$ cat src/rtl/i2cs_mailbox_fifo.sv
// ---------------------------------------------------------------------------
// i2cs_mailbox_fifo
// Byte mailbox on the register port of the I2C peripheral interface. The I2C
// master sees an 8-bit register map with an ID byte, two FIFOs and status:
//   RXF : I2C -> host. The I2C master pushes bytes; host logic drains them.
//   TXF : host -> I2C. Host logic fills it; the I2C master pops it by reading.
//
// Ports
//   clk_i, rst_ni                 clock, asynchronous active-low reset
//   i2c_reg_addr_i [7:0]          register address from the I2C interface
//   i2c_reg_wdata_i [7:0]         write data, qualified by i2c_reg_wrenable_i
//   i2c_reg_wrenable_i            one-cycle write strobe
//   i2c_reg_rddata_o [7:0]        combinational read data for i2c_reg_addr_i
//   i2c_reg_rd_byte_complete_i    pulse: the byte at i2c_reg_addr_i was sent
//   rx_data_o/rx_valid_o/rx_ready_i   RXF head stream to the host
//   tx_data_i/tx_valid_i/tx_ready_o   host stream into TXF
//   irq_o                         RXF not empty, or a sticky error is set
//
// Map: 0x00 ID, 0x10 RXF push (WO), 0x11 TXF pop (RO), 0x12 STATUS,
//      0x13 RXF count, 0x14 TXF count, 0x15 CTRL (WO, self-clearing).
// ---------------------------------------------------------------------------
module i2cs_mailbox_fifo #(
   parameter int unsigned DEPTH      = 8,
   parameter logic [7:0]  ID_VALUE   = 8'h5A,
   parameter logic [7:0]  EMPTY_BYTE = 8'hFF
) (
   input  logic       clk_i,
   input  logic       rst_ni,
   input  logic [7:0] i2c_reg_addr_i,
   input  logic [7:0] i2c_reg_wdata_i,
   input  logic       i2c_reg_wrenable_i,
   output logic [7:0] i2c_reg_rddata_o,
   input  logic       i2c_reg_rd_byte_complete_i,
   output logic [7:0] rx_data_o,
   output logic       rx_valid_o,
   input  logic       rx_ready_i,
   input  logic [7:0] tx_data_i,
   input  logic       tx_valid_i,
   output logic       tx_ready_o,
   output logic       irq_o
);

   localparam int unsigned   AW       = $clog2(DEPTH);
   localparam int unsigned   CW       = AW + 1;
   localparam logic [CW-1:0] FULL_CNT = CW'(DEPTH);

   localparam logic [7:0] A_ID     = 8'h00;
   localparam logic [7:0] A_RXPUSH = 8'h10;
   localparam logic [7:0] A_TXPOP  = 8'h11;
   localparam logic [7:0] A_STATUS = 8'h12;
   localparam logic [7:0] A_RXCNT  = 8'h13;
   localparam logic [7:0] A_TXCNT  = 8'h14;
   localparam logic [7:0] A_CTRL   = 8'h15;

   logic [7:0]    r_rx_mem [DEPTH];
   logic [AW-1:0] r_rx_wptr, r_rx_rptr;
   logic [CW-1:0] r_rx_cnt;
   logic [7:0]    r_tx_mem [DEPTH];
   logic [AW-1:0] r_tx_wptr, r_tx_rptr;
   logic [CW-1:0] r_tx_cnt;
   logic          r_ovf, r_unf;

   logic w_rx_full, w_rx_empty, w_tx_full, w_tx_empty;
   logic w_ctrl_wr, w_rx_flush, w_tx_flush;
   logic w_rx_push_req, w_rx_push, w_rx_pop;
   logic w_tx_pop_req, w_tx_pop, w_tx_push;
   logic w_ovf_set, w_unf_set;

   assign w_rx_full  = (r_rx_cnt == FULL_CNT);
   assign w_rx_empty = (r_rx_cnt == '0);
   assign w_tx_full  = (r_tx_cnt == FULL_CNT);
   assign w_tx_empty = (r_tx_cnt == '0);

   assign w_ctrl_wr  = i2c_reg_wrenable_i && (i2c_reg_addr_i == A_CTRL);
   assign w_rx_flush = w_ctrl_wr && i2c_reg_wdata_i[6];
   assign w_tx_flush = w_ctrl_wr && i2c_reg_wdata_i[7];

   // All decisions use pre-edge fullness: a full RXF drops the I2C byte even
   // when the host pops in the same cycle. A flush swallows concurrent traffic.
   assign w_rx_push_req = i2c_reg_wrenable_i && (i2c_reg_addr_i == A_RXPUSH);
   assign w_rx_push     = w_rx_push_req && !w_rx_full && !w_rx_flush;
   assign w_rx_pop      = !w_rx_empty && rx_ready_i && !w_rx_flush;
   assign w_ovf_set     = w_rx_push_req && w_rx_full && !w_rx_flush;

   assign w_tx_pop_req = i2c_reg_rd_byte_complete_i && (i2c_reg_addr_i == A_TXPOP);
   assign w_tx_pop     = w_tx_pop_req && !w_tx_empty && !w_tx_flush;
   assign w_tx_push    = tx_valid_i && !w_tx_full && !w_tx_flush;
   assign w_unf_set    = w_tx_pop_req && w_tx_empty && !w_tx_flush;

   // Storage is deliberately left out of reset; pointers alone define content.
   always_ff @(posedge clk_i) begin
      if (w_rx_push) r_rx_mem[r_rx_wptr] <= i2c_reg_wdata_i;
      if (w_tx_push) r_tx_mem[r_tx_wptr] <= tx_data_i;
   end

   always_ff @(posedge clk_i or negedge rst_ni) begin
      if (!rst_ni) begin
         r_rx_wptr <= '0;
         r_rx_rptr <= '0;
         r_rx_cnt  <= '0;
      end else if (w_rx_flush) begin
         r_rx_wptr <= '0;
         r_rx_rptr <= '0;
         r_rx_cnt  <= '0;
      end else begin
         if (w_rx_push) r_rx_wptr <= r_rx_wptr + AW'(1);
         if (w_rx_pop)  r_rx_rptr <= r_rx_rptr + AW'(1);
         if (w_rx_push && !w_rx_pop)      r_rx_cnt <= r_rx_cnt + CW'(1);
         else if (!w_rx_push && w_rx_pop) r_rx_cnt <= r_rx_cnt - CW'(1);
      end
   end

   always_ff @(posedge clk_i or negedge rst_ni) begin
      if (!rst_ni) begin
         r_tx_wptr <= '0;
         r_tx_rptr <= '0;
         r_tx_cnt  <= '0;
      end else if (w_tx_flush) begin
         r_tx_wptr <= '0;
         r_tx_rptr <= '0;
         r_tx_cnt  <= '0;
      end else begin
         if (w_tx_push) r_tx_wptr <= r_tx_wptr + AW'(1);
         if (w_tx_pop)  r_tx_rptr <= r_tx_rptr + AW'(1);
         if (w_tx_push && !w_tx_pop)      r_tx_cnt <= r_tx_cnt + CW'(1);
         else if (!w_tx_push && w_tx_pop) r_tx_cnt <= r_tx_cnt - CW'(1);
      end
   end

   // Sticky flags: a set in the same cycle as a clear wins.
   always_ff @(posedge clk_i or negedge rst_ni) begin
      if (!rst_ni) begin
         r_ovf <= 1'b0;
         r_unf <= 1'b0;
      end else begin
         if (w_ovf_set)                           r_ovf <= 1'b1;
         else if (w_ctrl_wr && i2c_reg_wdata_i[4]) r_ovf <= 1'b0;
         if (w_unf_set)                           r_unf <= 1'b1;
         else if (w_ctrl_wr && i2c_reg_wdata_i[5]) r_unf <= 1'b0;
      end
   end

   always_comb begin
      i2c_reg_rddata_o = 8'h00;
      case (i2c_reg_addr_i)
         A_ID:     i2c_reg_rddata_o = ID_VALUE;
         A_TXPOP:  i2c_reg_rddata_o = w_tx_empty ? EMPTY_BYTE : r_tx_mem[r_tx_rptr];
         A_STATUS: i2c_reg_rddata_o = {2'b00, r_unf, r_ovf,
                                       w_tx_empty, w_tx_full, w_rx_empty, w_rx_full};
         A_RXCNT:  i2c_reg_rddata_o = {{(8-CW){1'b0}}, r_rx_cnt};
         A_TXCNT:  i2c_reg_rddata_o = {{(8-CW){1'b0}}, r_tx_cnt};
         default:  i2c_reg_rddata_o = 8'h00;
      endcase
   end

   assign rx_data_o  = r_rx_mem[r_rx_rptr];
   assign rx_valid_o = !w_rx_empty;
   assign tx_ready_o = !w_tx_full;
   assign irq_o      = !w_rx_empty || r_ovf || r_unf;

endmodule
$ cat config.mk
export PLATFORM = sky130hd
export DESIGN_NAME = i2cs_mailbox_fifo
export DESIGN_NICKNAME = d
export VERILOG_FILES = /design/src/rtl/i2cs_mailbox_fifo.sv
export SDC_FILE = /design/constraint.sdc
export NUM_CORES = 1
export LEC_CHECK = 0
export ABC_AREA = 1
export CAP_MARGIN = 20
export CORE_MARGIN = 10
export CORE_UTILIZATION = 58
export CTS_BUF_LIST = sky130_fd_sc_hd__clkbuf_8 sky130_fd_sc_hd__clkbuf_16
export CTS_CLUSTER_DIAMETER = 30
export DETAILED_ROUTE_END_ITERATION = 16
export GPL_TIMING_DRIVEN = 0
export PLACE_DENSITY_LB_ADDON = 0.1
export SLEW_MARGIN = 20
export SYNTH_ARGS = -nofsm -noshare
export SYNTH_HDL_FRONTEND = slang
export SYNTH_SLANG_ARGS = --single-unit
$ cat constraint.sdc
create_clock -name clk_i -period 2.16 [get_ports clk_i]
set_input_delay 0.54 -clock clk_i [delete_from_list [all_inputs] [get_ports clk_i]]
set_output_delay 0.54 -clock clk_i [all_outputs]
set_load 0.02 [all_outputs]
==> impl_results.md <==
- Filler cells: about 570
- Min cycle time layout: 2.549 ns
- Root Buffer: clkbuf_16
- Max VDD drop: between 0.8 and 0.9 mV
- # diodes: 0
- Placed Area: roughly 7400 µm²
- Final Instance Area: 9484 µm²
- DRC viols: 0
- P_leak: between 3 and 4 nW
- HPWL after detailed placement: between 10 and 15 mm
- Port bufs: 48
- Cell Pwr Density: ~1200 nW/µm²
- CP endpoint kind: output port
- Vias per cell: around 6.2
- Yosys warnings: 0
- Worst-Margin Slew: about 0.56 ns
- Share of the synthesized area in the top cell type: 57.55%
- WL final: roughly 20 mm
- Worst skew pair latency: 0.44 ns
- Cells after Synth: between 600 and 700
- CP Launch Type: flop
- Failing checks: setup timing
- Total number of vias: ~5.6k
- Core area: around 11000 µm²
- Post-DRT Antenna Nets: 0
- Largest family of logic cells by synthesized area: simple AND/OR/NAND/NOR gates
- Die Area: ~16000 µm²
- First-pass GRT wire length: around 28 mm
- Max-Cap Viols: 0
- Clock Sinks: 150
- CTS buffer count: 17
- Pin count of the biggest net entering global routing: 23
- Fmax: between 0.3 and 0.4 GHz
- Post-Syn Nets: roughly 660
- Crit path required time: 1.62 ns
- XOR/XNOR Fraction of Synth Area: less than 1%
- Final Hold Viols: 0
- Synthesized flop and latch total: 150
- TritonCTS clock tree: yes
- Setup TNS Final: -4.141 ns
- Sequential fraction of the synthesis area: about 66%
- Ports: 49
- Grt ovf: 0
- Distinct cells, synth: 35
- RSZ-0062 raised after global routing: yes
- Synth Area in Compound Gates: between 7 and 8%
- CP max FO: 8
- Final Skew: 0.01036 ns
- Synth Area in Simple Gates: between 20% and 30%
- Post-synth design cell area: 6679 µm²
- Setup violators final: 17
- Worst slew margin: 62.45%
- Area leader, netlist: edfxtp_1
- Arrival time worst endpoint: 2.01 ns
- All-Layer GR Usage: around 22%
- GPL Wtd Cong: 0.8322
- Synth Area in Adders: 2.098%
- Pre-antenna DRT Iters: 7
- CTS clk-pin slew, worst paths: roughly 0.07 ns
- Post-synthesis mux area share: 0%
- H-tree Lvls: 4
- Initial core utilization: 58.74%
- Number of global-route vias before repair: between 5k and 6k
- Routed wire per std cell: between 20 and 25 µm
- Worst min path class: in2async
- Setup WS post-layout: -0.3892 ns
- Fin nets: a little under 800
- Hold_buf cts: 0
- Area Overhead vs Synth: 42.00%
- Row cnt: 39
- CTS Buffer Depth: 2
- Max-slew violations: 0
- Status: complete, but fails checks
- Critical path class: reg2out
- Crit share post-route: 118.0%
- Initial antenna violation count: 0
- Avg Cell Area, Syn: 10.86 µm²
- Die X: 127.3 µm
- Die span in y: ~130 µm
- Leading post-synthesis cells by cell area: edfxtp_1 (58%), dfrtp_1 (8.2%), nand2_1 (6.1%), nand3_1 (5.3%), nor2_1 (4.2%)
- Share of cells above drive strength 1: between 30% and 40%
- Initial DRC Count: ~680
-- critical path, stage by stage, from the launching register on --
cell and delay (ns):
dfrtp_1 0.40, buf_6 0.20, inv_8 0.07, buf_8 0.14, nand2_2 0.06, nand3_2 0.07
nand3_2 0.09, nand3_2 0.10, a21oi_2 0.18, o21ai_1 0.10, buf_4 0.17
-- report_power, final --
part / switching, W / internal (W)
combinational: 0.00254 / 0.00174
sequential: 0.000296 / 0.00349
clock: 0.00122 / 0.00194
-- sequential cells by signal, indices dropped and copies added (netlist names) --
signal,count
r_tx_mem,64
r_tx_cnt,4
r_tx_wptr,3
r_unf,1
r_rx_cnt,4
r_tx_rptr,3
r_rx_rptr,3
r_ovf,1
r_rx_mem,64
r_rx_wptr,3
-- cells in the mapped netlist --
cell and number:
a21o_1 1, dfrtp_1 22, o211ai_1 1, o21ai_0 53, nor2_2 2, clkinv_1 3
o221ai_1 2, nand2_2 12, xnor2_1 1, nand3b_1 1, a32o_1 1, nand2_1 108
o21ai_1 6, nand3_1 71, inv_1 30, nand4_1 3, nand3_2 2, nand4_2 1
clkbuf_1 12, nor2_8 1, fa_1 2, nor2_1 75, a21oi_1 9, nand4_4 2
nor2_4 3, edfxtp_1 128, ha_1 8, inv_2 15, a31oi_1 9, nor3_1 9
nand2_4 2, buf_2 9, o2111ai_1 1, o22ai_1 9, xor2_1 1
-- area by class of cell --
class | count | area, µm² | area share [%]
tap | 143 | 178.9 | 1.887
clock inverter | 15 | 202.7 | 2.137
sequential | 150 | 4402 | 46.41
timing repair buffer | 107 | 1060 | 11.17
clock buffer | 17 | 425.4 | 4.485
inverter | 48 | 217.7 | 2.296
multi-input combinational | 397 | 2716 | 28.64
buffer | 21 | 281.5 | 2.968
-- final timing paths --
| check | slack, ns | depth (start not counted) | end | start |
|---|---|---|---|---|
| setup / recovery | -0.39 | 10 | i2c_reg_rddata_o[0] | r_tx_rptr[0] |
| hold / removal | 0.09 | 1 | r_rx_cnt[3] | rst_ni |
| setup reg to reg | 0.03 | 13 | r_tx_cnt[3] | r_tx_cnt[3] |
| hold reg to reg | 0.47 | 1 | r_rx_rptr[2] | r_rx_rptr[2] |
| max in group asynchronous | 1.65 | 1 | r_tx_cnt[1] | rst_ni |
| min in group clk_i | 0.47 | 1 | r_rx_rptr[2] | r_rx_rptr[2] |
-- routing by layer --
metal	GRT usage [%]	up-vias	routed length, µm	part of all wire, %
met1	24.73	2749	7142	35
met3	5.418	70	1469	7.3
met2	39.41	318	10890	54
met5	0	-	0	0
met4	11.39	0	742	3.7
li1	-	2426	-	-
-- through the flow --
step | hold WS (ns) | setup slack [ns] | util (%) | total power [W] | cells
floorplan | 0.2444 | -0.1274 | - | 0.005453 | 615
global placement | 0.4477 | -1.101 | 64.54 | 0.006369 | 806
detailed placement | 0.4686 | -1.011 | 64.85 | 0.006507 | 806
CTS | 0.4716 | -0.2132 | 77.84 | 0.01036 | 871
global route | 0.1085 | -0.4482 | 83.42 | 0.01162 | 898
finish | 0.09002 | -0.3892 | 83.42 | 0.01122 | 898
-- cell usage in the layout (no fill, tap or decap), drive strengths merged, types with 2 or more instances in the layout --
cell type / count
nor2: 81
clkinv: 9
nand2: 123
clkdlybuf4s15: 3
o21ai: 59
nand4: 6
o22ai: 9
dlygate4sd2: 6
buf: 86
o221ai: 2
clkbuf: 31
clkdlybuf4s50: 18
nor3: 9
fa: 2
a21oi: 9
edfxtp: 128
inv: 47
bufinv: 4
dfrtp: 22
clkinvlp: 3
ha: 8
a31oi: 9
nand3: 73
-- repair_timing --
item	in CTS	in global routing
cloned	5	2
pin swaps	39	57
setup endpoints to repair	150	117
resized for setup	273	114
buffers inserted	28	25
-- kinds of logic after synthesis --
kind of cell / count (synthesis)
flip-flops: 150
buffers and inverters: 69
AO/OA/AOI/OAI: 92
AND/OR/NAND/NOR: 292
XOR/XNOR: 2
adder cells (fa/ha/maj): 10
No activity file was read; power rests on OpenSTA's default activity.
